## config.mk

```make
export PLATFORM = sky130hd
export DESIGN_NAME = mac_tile_mp
export DESIGN_NICKNAME = d
export VERILOG_FILES = /design/src/rtl/mac_tile_mp.sv
export SDC_FILE = /design/constraint.sdc
export NUM_CORES = 1
export LEC_CHECK = 0
export ABC_AREA = 1
export CAP_MARGIN = 20
export CORE_MARGIN = 2
export CORE_UTILIZATION = 47
export CTS_CLUSTER_SIZE = 8
export DETAILED_ROUTE_END_ITERATION = 16
export PLACE_DENSITY = 0.77
export SLEW_MARGIN = 20
export SYNTH_ARGS = -nofsm -noshare
export SYNTH_HDL_FRONTEND = slang
export SYNTH_SLANG_ARGS = --single-unit
```

## constraint.sdc

```tcl
create_clock -name clk -period 6.45 [get_ports clk]
set_clock_uncertainty 0.1 [all_clocks]
set_input_delay 0.9675 -clock clk [delete_from_list [all_inputs] [get_ports clk]]
set_output_delay 0.9675 -clock clk [all_outputs]
set_load 0.01 [all_outputs]
```

## src/rtl/mac_tile_mp.sv

```systemverilog
// Purpose: multi-precision, dual-dataflow (WS/OS) systolic processing element.
// Latency: 1 cycle in->out on every output; activations/instructions hop east 1 cycle per tile.
// Backpressure: none; tiles run in lockstep and the instruction tokens carry the flow.
//
// Ports:
//   clk, reset       clock; synchronous active-high reset
//   in_w / out_e     activation or weight token from west / registered copy east (a_q)
//   inst_w / inst_e  {flush, execute, load} from west / registered copy east
//   in_n / out_s     WS: psum in/out; OS: weight in, latched weight or drained result out
//   mode             0: bw x bw product; 1: two (bw/2)-bit lanes, each with its own weight
//   dataflow         0: weight-stationary; 1: output-stationary
module mac_tile_mp #(
  parameter int bw      = 4,   // even; lane width is bw/2
  parameter int psum_bw = 16   // >= 2*bw+2
) (
  input  logic               clk,
  input  logic               reset,
  input  logic [bw-1:0]      in_w,
  output logic [bw-1:0]      out_e,
  input  logic [2:0]         inst_w,
  output logic [2:0]         inst_e,
  input  logic [psum_bw-1:0] in_n,
  output logic [psum_bw-1:0] out_s,
  input  logic               mode,
  input  logic               dataflow
);

  localparam int HB = bw / 2;

  typedef enum logic [1:0] {EMPTY, HALF, FULL} load_state_e;

  load_state_e        state_q, state_d;
  logic [bw-1:0]      a_q, a_d;
  logic [2*bw-1:0]    b_q, b_d;
  logic [psum_bw-1:0] out_q, out_d;
  logic [psum_bw-1:0] acc_q, acc_d;
  logic [2:0]         inst_q, inst_d;
  logic               drained_q, drained_d;
  logic [2*bw-1:0]    w_os;

  // Unsigned activation lanes times signed weights, everything widened to
  // psum_bw so the sum wraps naturally. In mode 0 the high lane reuses w_lo
  // and is shifted back up, which gives the full bw x bw product.
  function automatic logic [psum_bw-1:0] prod_f(
    input logic [bw-1:0]   a,
    input logic [2*bw-1:0] w,
    input logic            m
  );
    logic signed [psum_bw-1:0] a_lo, a_hi, w_lo, w_hi, p_lo, p_hi;
    a_lo = $signed(psum_bw'(a[HB-1:0]));
    a_hi = $signed(psum_bw'(a[bw-1:HB]));
    w_lo = psum_bw'($signed(w[bw-1:0]));
    w_hi = m ? psum_bw'($signed(w[2*bw-1:bw])) : w_lo;
    p_lo = a_lo * w_lo;
    p_hi = a_hi * w_hi;
    prod_f = m ? (p_hi + p_lo) : ((p_hi <<< HB) + p_lo);
  endfunction

  always_ff @(posedge clk) begin
    if (reset) begin
      state_q   <= EMPTY;
      a_q       <= '0;
      b_q       <= '0;
      out_q     <= '0;
      acc_q     <= '0;
      inst_q    <= '0;
      drained_q <= 1'b0;
    end else begin
      state_q   <= state_d;
      a_q       <= a_d;
      b_q       <= b_d;
      out_q     <= out_d;
      acc_q     <= acc_d;
      inst_q    <= inst_d;
      drained_q <= drained_d;
    end
  end

  always_comb begin
    state_d   = state_q;
    a_d       = a_q;
    b_d       = b_q;
    out_d     = out_q;
    acc_d     = acc_q;
    inst_d    = {inst_w[2], inst_w[1], 1'b0};
    drained_d = 1'b0;
    w_os      = mode ? in_n[2*bw-1:0] : {in_n[bw-1:0], in_n[bw-1:0]};

    if (inst_w[0] || inst_w[1]) begin
      a_d = in_w;
    end

    if (!dataflow) begin
      // Weight-stationary: the load FSM swallows tokens until the tile is
      // full, then lets later tokens through to the next tile east.
      if (inst_w[0]) begin
        case (state_q)
          EMPTY: begin
            if (!mode) begin
              b_d     = {in_w, in_w};
              state_d = FULL;
            end else begin
              b_d[bw-1:0] = in_w;
              state_d     = HALF;
            end
          end
          HALF: begin
            b_d[2*bw-1:bw] = in_w;
            state_d        = FULL;
          end
          FULL:    inst_d[0] = 1'b1;
          default: state_d = EMPTY;
        endcase
      end
      // Execute multiplies the incoming activation, not the stale a_q.
      if (inst_w[1]) begin
        out_d = prod_f(in_w, b_q, mode) + in_n;
      end
    end else begin
      state_d = EMPTY;
      if (inst_w[2]) begin
        // First flush cycle emits this tile's sum; later ones shift the
        // column from the north. A same-cycle execute is dropped.
        drained_d = 1'b1;
        if (!drained_q) begin
          out_d = acc_q;
          acc_d = '0;
        end else begin
          out_d = in_n;
        end
      end else if (inst_w[1]) begin
        b_d   = w_os;
        acc_d = acc_q + prod_f(in_w, w_os, mode);
        out_d = psum_bw'(w_os);
      end
    end
  end

  assign out_e  = a_q;
  assign out_s  = out_q;
  assign inst_e = inst_q;

endmodule
```

* Yosys cells after proc, flatten, opt, wreduce, memory -nomap -nowiden
Cells that the tools add are included.
Word-level totals: bits in registers 50, output and inout port bits 23, word-level logic and storage cells 67
Cells by class: add/sub/neg operators 6, multiply operators 4, eq/ne operators 6, mux-type cells 24, bitwise gates (word level) 3, reduce and logical (&&, ||, !) cells 15
Operators with widths (number):
- 2-to-1 mux 16 bit | 12
- adder 16 x 7 -> 16 bit | 4
- 2-to-1 mux 8 bit | 5
- adder 16 bit | 2
- multiplier 3 x 16 -> 16 bit | 2
- multiplier 3 x 4 -> 7 bit | 2
- 2-to-1 mux 4 bit | 2
- one-hot mux 4 bit (2 select lines) | 1
- nonzero test 2 bit | 4
- inequality test 2 bit (second input constant) | 3
- one-hot mux 2 bit (3 select lines) | 1
- AND reduction 5 bit | 1
- AND reduction 2 bit | 2
- AND reduction 4 bit | 1
- OR reduction 2 bit | 2
- inequality test 3 bit (second input constant) | 1
- NOT 1 bit | 3
- AND reduction 3 bit | 1
- nonzero test 3 bit | 1
- OR reduction 3 bit | 1
- == test 2 x 1 -> 1 bit (second input constant) | 1
- == test 2 bit (second input constant) | 1
- logical NOT 2 bit | 1
- 2-to-1 mux 1 bit | 2
- 2 further kinds | 2

* Depth between registers and ports, before layout
word-level depth 8, gate-level depth with buffers 35, gate-level depth less buffers 32

* Least setup slack after synthesis
OpenSTA, ideal clock, no wires.
path kind in2reg, start input port mode, end register out_q[15] (netlist: out_s[15]), setup time 0.122 ns, data arrival time 5.673 ns, data required time 6.228 ns, setup slack 0.555 ns, cell stages on the path 34, path buffers 3, cell sequence buf_2 > buf_1 > buf_2 > mux2i_1 > nor2_1 > ha_1 > ha_1 > fa_1 > nand3_1 > nand3_1 > ha_1 > a21oi_1 > xor2_1 > ha_1 > nand2_4 > nor2_8 > nand2_1 > nand3_1 > nor2_1 > nand2_2 > nand2_2 > nand2_1 > a41oi_1 > nor2_1 > ha_1 > inv_1 > nor3_1 > nand2_1 > nand3_1 > inv_1 > nand2_1 > nand3_1 > nand3_2 > a21oi_2
On the way: longest elaborated chain between the ends 7, elaborated cells between the ends (all ways) 8, those cells by class add/sub: 3; mul: 1; mux: 4
Ends and longest elaborated chain:
- start, declared | RTL line 24 | input logic mode,
- 2-to-1 mux 16 bit | RTL line 53 | w_hi = m ? psum_bw'($signed(w[2*bw-1:bw])) : w_lo;
- multiplier 3 x 16 -> 16 bit | RTL line 55 | p_hi = a_hi * w_hi;
- adder 16 x 7 -> 16 bit | RTL line 56 | prod_f = m ? (p_hi + p_lo) : ((p_hi <<< HB) + p_lo);
- 2-to-1 mux 16 bit (*) | RTL line 56
- adder 16 bit (*) | RTL line 117 | out_d = prod_f(in_w, b_q, mode) + in_n;
- 2-to-1 mux 16 bit (*) | RTL line 116 | if (inst_w[1]) begin
- 2-to-1 mux 16 bit (*) | RTL line 93 | if (!dataflow) begin
- end signal, assigned | RTL line 72 | out_q <= out_d;
- end, declared | RTL line 35 | logic [psum_bw-1:0] out_q, out_d;
Every way passes the cells marked *; elsewhere a longest branch is shown, timed or not. The select of a mux whose other input is x is not followed. A chain may end at the register's enable or synchronous reset.

* Worst setup path after layout
start input port in_n[6], end register acc_q[13]
On the way: longest elaborated chain between the ends 8, elaborated cells between the ends (all ways) 9, those cells by class add/sub: 3; mul: 1; mux: 5
Ends and longest elaborated chain:
- start, declared | RTL line 22 | input logic [psum_bw-1:0] in_n,
- 2-to-1 mux 8 bit (*) | RTL line 87 | w_os = mode ? in_n[2*bw-1:0] : {in_n[bw-1:0], in_n[bw-1:0]};
- 2-to-1 mux 16 bit (*) | RTL line 53
- multiplier 3 x 16 -> 16 bit (*) | RTL line 55
- adder 16 x 7 -> 16 bit | RTL line 56
- 2-to-1 mux 16 bit (*) | RTL line 56
- adder 16 bit (*) | RTL line 133 | acc_d = acc_q + prod_f(in_w, w_os, mode);
- 2-to-1 mux 16 bit (*) | RTL line 131 | end else if (inst_w[1]) begin
- 2-to-1 mux 16 bit (*) | RTL line 121 | if (inst_w[2]) begin
- end signal, assigned | RTL line 65 | acc_q <= '0;
- end signal, assigned | RTL line 73 | acc_q <= acc_d;
- end, declared | RTL line 36 | logic [psum_bw-1:0] acc_q, acc_d;
Marks and branches as above.

==> flow_metrics.tcl <==
set metrics [dict create \
    run_status "finished, final reports clean" \
    dieArea_um2 16600 \
    floorplan.initialDensity_pct 48.1 \
    timing.slew.headroom_pct 44.8 \
    postCtsResizedCells 0 \
    cts_tree "done" \
    drtIter0Drc 467 \
    area_delta_synth_final_pct 12.8 \
    netlist_instances 1182 \
    via_count_of_the_first_global_routing_pass 7233 \
    synth-seq-area-share_pct 13.7 \
    synth_flop_cell "sky130_fd_sc_hd__dfxtp_1" \
    timing.max_cap.violations 0 \
    io-pin-count 50 \
    totalNegativeSetupSlack_ns 0 \
    slowest_stage "sky130_fd_sc_hd__clkdlybuf4s50_1" \
    r2r_start "b_q[2]" \
    finalInstanceArea_um2 8260 \
    detail-route-antenna-nets 0 \
    place.detailed.hpwl_um 16000 \
    power_uw 1690 \
    drc_violation_count_after_routing 0 \
    p_int_uw 942 \
    timing.critical_path.from "in_n[6]" \
    worst-path-max-fanout 7 \
    hold_viol_final 0 \
    clock_sinks 50 \
    crit_end_element "flip-flop" \
    num-fill-cells 1528 \
    first_pass_grt_wire_length_um 33000 \
    fp.coreArea_um2 15200 \
    netSwitchingFraction_pct 44.3 \
    postRouteWirelength_um 19500 \
    place.port_buffers 49 \
    chipHeight_um 129 \
    antenna_cells 0 \
    leakage_uw 0.00445 \
    power_density_nw_per_um2 205 \
    num-nets-final 1372 \
    std_cell_rows 45 \
    ys.warnings.count 0 \
    post_synth_instance_area_um2 7320 \
    hold_buffers 0 \
    maxSlewViolCount 0 \
    average_size_of_a_mapped_cell_um2 6.19 \
    grt_setup_unrepaired "false" \
    detail_route.vias_per_cell 5.43 \
    share_of_flip_flops_with_an_asynchronous_set_or_reset_pct 0 \
    critPathLaunchType "input pin" \
    final_period_minus_worst_setup_slack_ns 5.93 \
    timing.hold.worst.class "flip-flop to flip-flop" \
    p_clk_share_pct 20.9 \
    worst_ep_arrival_time_ns 5.98 \
    crit_top_cell "sky130_fd_sc_hd__nand2_1" \
    detail_route.wl_per_cell_um 13.8 \
    postSynthNetCount 1327 \
    clk-insertion-delay-late_ns 0.30 \
    timing.setup.critical_path_class "input pin to flip-flop" \
    leftover_overflow_at_the_end_of_global_routing 0 \
    cts_post_setup_buffers_inserted 0 \
    irDropWorstVdd_v 0.000129 \
    layout-drive-gt1-share_pct 6.11 \
    drt_pass1_iterations 5 \
    cpLargestDelayFamily "adder cells" \
    clockBufferDepth 2 \
    synth.lib_cells_used.distinct 52 \
    largest_net_degree_at_the_start_of_global_routing 33 \
    worst_hold_startpoint "out_s[12]" \
    ys_seq_elements 50 \
    timing.final.setup_violations 0 \
    net-switching-power_uw 749 \
    clkTransAtPathRegs_ns 0.07 \
    fin_crit_sh_pct 91.9 \
    gp_congestion 0.904 \
    post_dp_cell_area_um2 8050 \
    antenna_found_initial 0 \
    numCtsBuffers 5 \
    longest_individual_stage_delay_on_the_worst_path_ns 0.47 \
    dr_total_vias 7687 \
    ctsHtreeMaxLevel 2 \
    combinationalPowerShare_pct 57.9 \
    cp.buffers_inverters 4 \
    cts_root_buf "sky130_fd_sc_hd__clkbuf_16" \
    critical_path_required_ns 6.50 \
    die_x_um 129 \
    groute.usage.overall_pct 24.0 \
    tightestPinTransition_ns 0.825 \
    synth_enable_flop_cells 0 \
    seq_power_share_pct 21.1 \
    achievable-frequency_ghz 0.169 \
]
## logic make-up after synthesis
kind of cell,share of synthesized area (%)
and+or+nand+nor,27.6
AOI/OAI and AO/OA,23.6
buffers and inverters,9.86
adders and majority gates,21.2
DFF,13.7
xor gates and xnor gates,3.35
muxes,0.684
## final timing paths
check,depth (start not counted),end,slack [ns]
hold / removal,2,out_s[12],0.39
setup / recovery,29,acc_q[13],0.52
hold reg to reg,2,out_s[12],0.39
setup reg to reg,32,out_s[15],1.34
## layer usage
layer | global-route usage [%] | part of all wire [%]
met3 | 1.25 | 3.4
met2 | 43.8 | 49
met5 | 0 | 0
met1 | 30.2 | 46
met4 | 7.74 | 2.1
## sequential cells by signal (all words and copies together), names as in the netlist
register and flops:
b_q 8, out_e 4, inst_e 3, out_s 16, drained_q 1, acc_q 16
state_q 2
## power by group through the flow
| stage | registers, µW | clock network [µW] | logic [µW] |
|---|---|---|---|
| global placement | 363 | 0 | 947 |
| floorplan | 363 | 0 | 728 |
| finish | 357 | 354 | 980 |
| detailed placement | 363 | 0 | 964 |
| global route | 360 | 366 | 1120 |
| CTS | 357 | 353 | 970 |
## area by class of cell
| cell class | count | area (µm²) | area share, % |
|---|---|---|---|
| multi-input cells | 944 | 5610 | 67.9 |
| clock inverters | 2 | 60.1 | 0.727 |
| repair buffers | 66 | 613 | 7.43 |
| inverters | 160 | 601 | 7.27 |
| clock buffers | 6 | 139 | 1.68 |
| well taps | 188 | 235 | 2.85 |
| flip-flops and latches | 50 | 1000 | 12.1 |
## worst reg2reg max path: cells and delay by family, from the launching register on
kind,cells,cell delay [ns]
AO/OA/AOI/OAI,3,0.45
buffers and inverters,3,0.14
flip-flops,1,0.34
AND/OR/NAND/NOR,18,1.75
multiplexers,1,0.23
XOR/XNOR,1,0.22
adder cells (fa/ha/maj),6,1.81
## stage by stage
stage	std cells	setup WS (ns)	util, %	hold slack, ns
global route	1416	0.0195	54.3	0.410
CTS	1416	0.395	54.2	0.380
finish	1416	0.520	54.3	0.386
floorplan	1182	0.555	-	0.333
global placement	1408	0.199	52.9	0.367
detailed placement	1408	0.0626	52.9	0.370
## placed cells by master, fill, tap and decap left out, drive strengths merged, types with 5 or more instances in the layout
cell / netlist / final
a21oi: 136 / 136
a31oi: 17 / 17
buf: 16 / 18
clkbuf: 12 / 6
clkdlybuf4s50: 0 / 48
dfxtp: 50 / 50
fa: 10 / 10
ha: 108 / 108
inv: 157 / 158
mux2i: 5 / 5
nand2: 304 / 304
nand3: 59 / 59
nor2: 101 / 101
nor3: 8 / 8
o21ai: 116 / 116
o21bai: 9 / 9
o31ai: 7 / 7
or2: 8 / 8
xnor2: 6 / 6
xor2: 22 / 22
## Yosys cell counts (12+ instances only)
cell	number	area share, %
sky130_fd_sc_hd__nand2_1	294	15
sky130_fd_sc_hd__dfxtp_1	50	14
sky130_fd_sc_hd__a21oi_1	131	9.0
sky130_fd_sc_hd__inv_1	148	7.6
sky130_fd_sc_hd__nand3_1	54	3.7
sky130_fd_sc_hd__ha_1	108	18
sky130_fd_sc_hd__o21ai_0	104	7.1
sky130_fd_sc_hd__o21ai_1	12	0.82
sky130_fd_sc_hd__buf_2	12	0.82
sky130_fd_sc_hd__xor2_1	22	2.6
sky130_fd_sc_hd__nor2_1	95	4.9
sky130_fd_sc_hd__a31oi_1	17	1.5
Note: power is estimated with default switching activity, not from simulation.
